--- config.mk ---
export PLATFORM = sky130hd
export DESIGN_NAME = fifo_rd_stream
export DESIGN_NICKNAME = d
export VERILOG_FILES = /design/src/rtl/fifo_rd_stream_pkg.sv /design/src/rtl/stream_skid_buf.sv /design/src/rtl/fifo_rd_stream.sv
export SDC_FILE = /design/constraint.sdc
export NUM_CORES = 1
export LEC_CHECK = 0
export BUFFER_PORTS_ARGS = -buffer_cell sky130_fd_sc_hd__buf_2
export CORE_MARGIN = 5
export CORE_UTILIZATION = 45
export CTS_CLUSTER_SIZE = 14
export DETAILED_ROUTE_END_ITERATION = 12
export PLACE_DENSITY_LB_ADDON = 0.1
export SYNTH_ARGS = -nofsm -noshare
export SYNTH_HDL_FRONTEND = slang
export SYNTH_SLANG_ARGS = --single-unit
--- constraint.sdc ---
create_clock -name i_Clk -period 2.6 [get_ports i_Clk]
set_input_delay 0.39 -clock i_Clk [delete_from_list [all_inputs] [get_ports i_Clk]]
set_output_delay 0.39 -clock i_Clk [all_outputs]
set_load 0.01 [all_outputs]
--- src/rtl/fifo_rd_stream_pkg.sv ---
// Shared types for the FIFO read-side stream adapter.
package fifo_rd_stream_pkg;

  localparam int SKID_DEPTH = 3;

  // Wide enough for a count of 0..3 and for pointers 0..2.
  typedef logic [1:0] skid_cnt_t;

  // Advance a circular pointer, wrapping 2 -> 0.
  function automatic skid_cnt_t ptr_inc(input skid_cnt_t p);
    return (p == skid_cnt_t'(SKID_DEPTH - 1)) ? skid_cnt_t'(0) : skid_cnt_t'(p + 2'd1);
  endfunction

endpackage

--- src/rtl/stream_skid_buf.sv ---
// Three-entry circular register buffer that absorbs the FIFO read latency.
// Entries are cleared on reset so the head word reads as zero while empty.
module stream_skid_buf
  import fifo_rd_stream_pkg::*;
#(
  parameter int WIDTH = 8
) (
  input  logic             i_Clk,
  input  logic             i_Rst_L,
  input  logic             push,
  input  logic [WIDTH-1:0] push_data,
  input  logic             pop,
  output logic [WIDTH-1:0] head_data,
  output skid_cnt_t        count
);

  logic [SKID_DEPTH-1:0][WIDTH-1:0] mem;
  skid_cnt_t                        head;
  skid_cnt_t                        tail;

  // Storage, pointers and occupancy; simultaneous push and pop leave count unchanged.
  always_ff @(posedge i_Clk or negedge i_Rst_L) begin
    if (!i_Rst_L) begin
      mem   <= '0;
      head  <= '0;
      tail  <= '0;
      count <= '0;
    end else begin
      if (push) begin
        mem[tail] <= push_data;
        tail      <= ptr_inc(tail);
      end
      if (pop) head <= ptr_inc(head);
      case ({push, pop})
        2'b10:   count <= count + 2'd1;
        2'b01:   count <= count - 2'd1;
        default: count <= count;
      endcase
    end
  end

  assign head_data = mem[head];

endmodule

--- src/rtl/fifo_rd_stream.sv ---
// Drains the single-clock DPRAM FIFO onto a valid/ready stream.
// Reads are issued only from registered state and i_Empty, so there is
// no combinational path from i_Ready to o_Rd_En. The skid buffer holds
// enough room for every read that might still be in flight.
// Optional feature macro: FIFO_RD_STREAM_LAST_EN (adds o_Last and a beat counter).
module fifo_rd_stream
  import fifo_rd_stream_pkg::*;
#(
  parameter int WIDTH   = 8,
  parameter int PKT_LEN = 16
) (
  input  logic             i_Clk,
  input  logic             i_Rst_L,
  output logic             o_Rd_En,
  input  logic             i_Rd_DV,
  input  logic [WIDTH-1:0] i_Rd_Data,
  input  logic             i_Empty,
  output logic             o_Valid,
  output logic [WIDTH-1:0] o_Data,
  input  logic             i_Ready
`ifdef FIFO_RD_STREAM_LAST_EN
  ,
  output logic             o_Last
`endif
);

  logic      r_Run;
  logic      inflight;
  logic      pop;
  skid_cnt_t buf_count;
  logic [2:0] occupancy;

  // Start reading one clock after reset release; track the word the FIFO owes us.
  always_ff @(posedge i_Clk or negedge i_Rst_L) begin
    if (!i_Rst_L) begin
      r_Run    <= 1'b0;
      inflight <= 1'b0;
    end else begin
      r_Run    <= 1'b1;
      inflight <= o_Rd_En;
    end
  end

  // Count the in-flight word as already occupying a slot.
  assign occupancy = {1'b0, buf_count} + {2'b00, inflight};
  assign o_Rd_En   = r_Run & ~i_Empty & (occupancy < 3'(SKID_DEPTH));
  assign o_Valid   = (buf_count != '0);
  assign pop       = o_Valid & i_Ready;

  stream_skid_buf #(.WIDTH(WIDTH)) u_skid (
    .i_Clk     (i_Clk),
    .i_Rst_L   (i_Rst_L),
    .push      (i_Rd_DV),
    .push_data (i_Rd_Data),
    .pop       (pop),
    .head_data (o_Data),
    .count     (buf_count)
  );

`ifdef FIFO_RD_STREAM_LAST_EN
  localparam logic [15:0] LAST_BEAT = 16'(PKT_LEN - 1);

  logic [15:0] beat;

  // Beat position within the packet, advanced on each accepted word.
  always_ff @(posedge i_Clk or negedge i_Rst_L) begin
    if (!i_Rst_L)  beat <= '0;
    else if (pop)  beat <= (beat == LAST_BEAT) ? 16'd0 : beat + 16'd1;
  end

  assign o_Last = o_Valid & (beat == LAST_BEAT);
`endif

  // Packet length must fit the 16-bit beat counter.
  a_pkt_len: assert property (@(posedge i_Clk) disable iff (!i_Rst_L)
    (PKT_LEN >= 1) && (PKT_LEN <= 65535));

  // Read issue never lets a capture land on a full buffer.
  a_no_overflow: assert property (@(posedge i_Clk) disable iff (!i_Rst_L)
    !(i_Rd_DV && (buf_count == skid_cnt_t'(SKID_DEPTH))));

endmodule

Word-level counts from Yosys, hierarchy flattened

Index checks and enable logic that the tools add are counted.

Flip-flop bits (word level): 32
Input bits: 13
Output and inout port bits: 10
Logic and storage cells: 36

Add/subtract/negate cells: 5
$lt $le $gt $ge: 4
Eq/ne operators: 4
Multiplexer cells: 8
Bitwise operators: 4
Reductions and logical operators: 3

Operators by type and width:

| kind                | number |
|---|---|
| $bwmux 24           | 1 |
| $bmux 8 s2          | 1 |
| $demux 8 s2         | 1 |
| $mux 8              | 2 |
| $add 2x1->2 const B | 3 |
| $eq 2x2->1 const B  | 3 |
| $lt 2x3->1 const B  | 2 |
| $mux 2              | 2 |
| $pmux 2 s2          | 1 |
| $reduce_bool 2->1   | 2 |
| $add 2x1->3         | 1 |
| $and 1x1->1         | 3 |
| $lt 3x2->1 const B  | 1 |
| $eq 2x1->1 const B  | 1 |
| $ge 2x1->1 const B  | 1 |
| $sub 2x1->2 const B | 1 |
| $logic_and 1x1->1   | 1 |
| $not 1->1           | 1 |

Depth between registers and ports, before layout

Depth after elaboration: 5
Mapped depth: 6
Mapped depth without buffers: 6

Cells and area by module

From an unflattened synthesis, not the netlist that was laid out.

Cells, all modules: 107
Area total of the unflattened synthesis: 1456.4 µm²

Modules (own cells, without submodules):

| module          | times used | cells an instance | area each (µm²) | sequential area each (µm²) |
|---|---|---|---|---|
| stream_skid_buf | 1          | 98                | 1341.3          | 750.7 |
| fifo_rd_stream  | 1          | 9                 | 115.1           | 50.0 |

Worst setup path after synthesis

No wires, ideal clock.

Path type: register to output
From: reg u_skid.count[0]
To: out o_Rd_En
Arrival time: 1.641 ns
Required time: 2.210 ns
Setup slack: 0.569 ns
Cell stages (with the launch flop): 4
Path buffers: 0
Cell sequence: dfrtp_1 ha_1 ha_1 a2111oi_0

Word-level cells in the longest chain between the ends: 3

RTL lines:

| element                | RTL line              | text |
|---|---|---|
| start, declared        | stream_skid_buf.sv:14 | `output skid_cnt_t count` |
| start signal, assigned | stream_skid_buf.sv:35 | `2'b10: count <= count + 2'd1;` |
| start signal, assigned | stream_skid_buf.sv:36 | `2'b01: count <= count - 2'd1;` |
| start signal, assigned | stream_skid_buf.sv:37 | `default: count <= count;` |
| $add 2x1->3            | fifo_rd_stream.sv:45  | `assign occupancy = {1'b0, buf_count} + {2'b00, inflight};` |
| $lt 3x2->1             | fifo_rd_stream.sv:46  | `assign o_Rd_En = r_Run & ~i_Empty & (occupancy < 3'(SKID_DEPTH));` |
| $and 1x1->1            | fifo_rd_stream.sv:46  |  |
| end, declared          | fifo_rd_stream.sv:14  | `output logic o_Rd_En,` |

Every way passes these cells.

Worst setup path after layout

Ends and elaborated chain as after synthesis.

==> key figures <==
Outcome
  • Status: completed

Logic synthesis
  • Synthesized area: 0.001451 mm²
  • Synth cell types: 25
  • Sequential area share after synthesis: 55.17%
  • Yosys reg bits: 32
  • Mapped Cells: 108
  • Syn Nets: approximately 120
  • Share of the synthesized area in the top cell type: between 50% and 60%
  • Synth area leader: dfrtp_1
  • Area contributors post-synth: dfrtp_1 55%, mux2_2 13%, mux2_4 8.3%, mux2i_1 5.5%, o21ai_0 3.4%
  • Post-Syn Area per Cell: approximately 13 µm²
  • Yosys Warn Count: 0

Floorplan
  • I/O pins: 23
  • Die Area: between 0.004 and 0.005 mm²
  • Die Y: between 60 and 70 µm
  • Core ar.: ~0.003 mm²
  • Core Rows: 20
  • Initial core utilization: 47.15%
  • Die width: 66.79 µm

STA
  • Tcrit/Tclk final: 90.36%
  • Max transition margin: 51.98%
  • Final min period: 2.349 ns
  • Slew Limit Fails: 0
  • Final hold vios: 0
  • FMAX: 0.4256 GHz
  • Slew at the pin with the worst max-slew slack: 0.7204 ns
  • Setup TNS: 0 ns
  • RSZ-0062 raised after global routing: false
  • Endpoints failing setup: 0
  • Skew final: 0.005162 ns
  • Final setup margin: 0.2506 ns

Critical path
  • RR Startpoint: u_skid.count[0]$_DFFE_PN0P_
  • Startpoint type of the worst setup path: flip-flop
  • Critical path class: reg -> out
  • Crit path max-delay family: compound AO/OA/AOI/OAI gates
  • Max incr delay on CP: 0.49 ns
  • Crit. End Element: output port
  • Most frequent CP cell: ha_1
  • Critical Path Start: u_skid.count[0]$_DFFE_PN0P_
  • CP max stage cell: a2111oi_0
  • RR Endpoint: u_skid.count[1]$_DFFE_PN0P_
  • WP data required: ~2.2 ns
  • Cells on worst reg2reg path: 5
  • Worst-path fanout max: 5
  • CP Depth: 4
  • Crit path buffers/inverters: 1
  • R2r setup slk: 0.96 ns
  • End point of the critical path: o_Rd_En
  • Arr. time, crit path: 1.96 ns
  • Worst path cell trace: ha_1 -> ha_1 -> a2111oi_0 -> buf_2

Detailed routing
  • Drt initial violations: 23
  • TritonRoute pass-1 iters: 3
  • Via count: 905
  • Wire length on met1: between 1000 and 1500 µm
  • Detailed-route wire length per cell: ~15 µm
  • Total wire length: approximately 2700 µm
  • WL met3: 137 µm
  • Met2 WL post-DR: 1275 µm
  • Top routing layer used: met4
  • # DRC: 0
  • Number of vias per cell: approximately 5.0
  • Post-route ant nets: 0

Layout
  • Layout cells sized above 1: 44.12%
  • ANT cells: 0
  • Area Growth Syn to Fin: 17.33%
  • Layout net count: 151
  • Non-Filler Instances: 180
  • Core Util, Final: 55.33%
  • Filler cells: 292

Power
  • Pwr Total: 2.143 mW
  • Cell area power density: 1258 mW/mm²
  • Leak Pwr: 0.8203 nW
  • VDD IR-drop max: 0.0005148 V

Clock tree
  • Worst skew pair latency: around 0.33 ns
  • Post-CTS setup buffer count: 0
  • Clock Sinks: 32
  • Post-CTS Resized: 0
  • Clock buffer depth: 2
  • CTS Buf Count: 5
  • Cts hold-fix bufs: 0
  • H-tree Lvls: 2
  • Clk slew on worst S/H paths: 0.10 ns
  • CTS tree: done
  • CTS Root Cell: clkbuf_4

Global route
  • Tot GR Track Use: 14.45%
  • Antenna violations before repair: 0
  • Vias in the first global route: 999
  • Largest net degree at the start of global routing: 33
  • GRT overflow: 0
  • First-pass GRT wire length: 4657 µm

Placed design
  • Place WS: 0.6075 ns
  • GPL Wtd Cong: 0.6574
  • Buffers on Ports: 22
  • Inst Count DP: roughly 170
  • Final HPWL DP: between 1500 and 2000 µm

Flow run
  • Max-cap violation count: 0

Min path
  • Hold Path Class: in -> async
==> worst min path at each step <==
| stage | slack, ns | start | endpoint |
|---|---|---|---|
| 2_1_floorplan | 0.09 | i_Rst_L | inflight$_DFF_PN0_ |
| 3_3_place_gp | 0.48 | i_Rst_L | u_skid.mem[1]$_DFFE_PN0P_ |
| 3_5_place_dp | 0.49 | i_Rst_L | u_skid.mem[1]$_DFFE_PN0P_ |
| 4_1_cts | 0.12 | i_Rst_L | u_skid.mem[19]$_DFFE_PN0P_ |
| 5_1_grt | 0.15 | i_Rst_L | inflight$_DFF_PN0_ |
| 6_report | 0.1 | i_Rst_L | inflight$_DFF_PN0_ |
==> layout make-up <==
| class | instances | area [µm²] | area share, % |
|---|---|---|---|
| flip-flops and latches | 32 | 800.8 | 47.02 |
| multi-input cells | 68 | 611.8 | 35.93 |
| repair buffers | 24 | 125.1 | 7.348 |
| clock buffers | 7 | 65.06 | 3.821 |
| well taps | 44 | 55.05 | 3.233 |
| clock inverters | 1 | 30.03 | 1.763 |
| inverters | 4 | 15.01 | 0.8817 |
==> synth_stat cells (all sizes together) <==
cell,n
nor2,1
mux2,25
nor3,2
inv,4
buf,3
clkbuf,1
xor2,1
nor2b,1
or2,1
conb,1
o21ai,10
or3,1
nand3,1
a21o,2
xnor2,2
a2111oi,1
dfrtp,32
ha,3
mux2i,8
nand2,8
==> registers in the layout, indices dropped and copies added, names as in the netlist <==
name          cells
inflight          1
r_Run             1
u_skid.count      2
u_skid.head       2
u_skid.mem       24
u_skid.tail       2
==> kinds of logic (layout without fill, tap and decap cells) <==
kind of cell	after synthesis	after routing	share of synthesized area, %
multiplexers	33	33	26.98
buffers and inverters	8	36	2.671
XOR/XNOR	3	3	1.811
flip-flops	32	32	55.17
AND/OR/NAND/NOR	15	15	5.431
other	1	1	0.2584
adder cells (fa/ha/maj)	3	3	2.586
AO/OA/AOI/OAI	13	13	5.086
==> report_power, final <==
| part | total (mW) | switching (mW) | leakage [nW] | internal [mW] |
|---|---|---|---|---|
| Clock | 0.426 | 0.171 | 0.0515 | 0.255 |
| Sequential | 0.892 | 0.157 | 0.382 | 0.735 |
| Combinational | 0.824 | 0.364 | 0.387 | 0.460 |
| Total | 2.14 | 0.693 | 0.820 | 1.45 |
==> metal layers <==
layer,GRT usage [%],vias up
met5,0,-
met4,5.584,0
met3,5.734,5
met2,22.77,17
met1,17.63,455
li1,-,428
==> metrics by stage <==
| stage | instance area, µm² | hold slack, ns |
|---|---|---|
| after global routing | 1703 | 0.1527 |
| after floorplan | 1451 | 0.09441 |
| after global placement | 1608 | 0.4799 |
| final | 1703 | 0.09625 |
| after detailed placement | 1608 | 0.4898 |
| after CTS | 1703 | 0.1183 |
==> layout by cell type, fill, tap and decap left out <==
cell	count
xor2_1	1
inv_2	1
mux2_4	8
inv_1	3
buf_2	22
o21ai_0	10
nor3_4	1
xnor2_1	2
nand2_1	8
buf_4	2
nand3_1	1
or2_2	1
clkbuf_4	5
ha_1	3
nor3_1	1
clkbuf_8	2
bufinv_16	1
a21o_1	2
mux2i_1	8
nor2b_1	1
dfrtp_1	32
conb_1	1
a2111oi_0	1
or3_1	1
mux2_2	17
nor2_1	1
(Power assumes the default switching activity.)
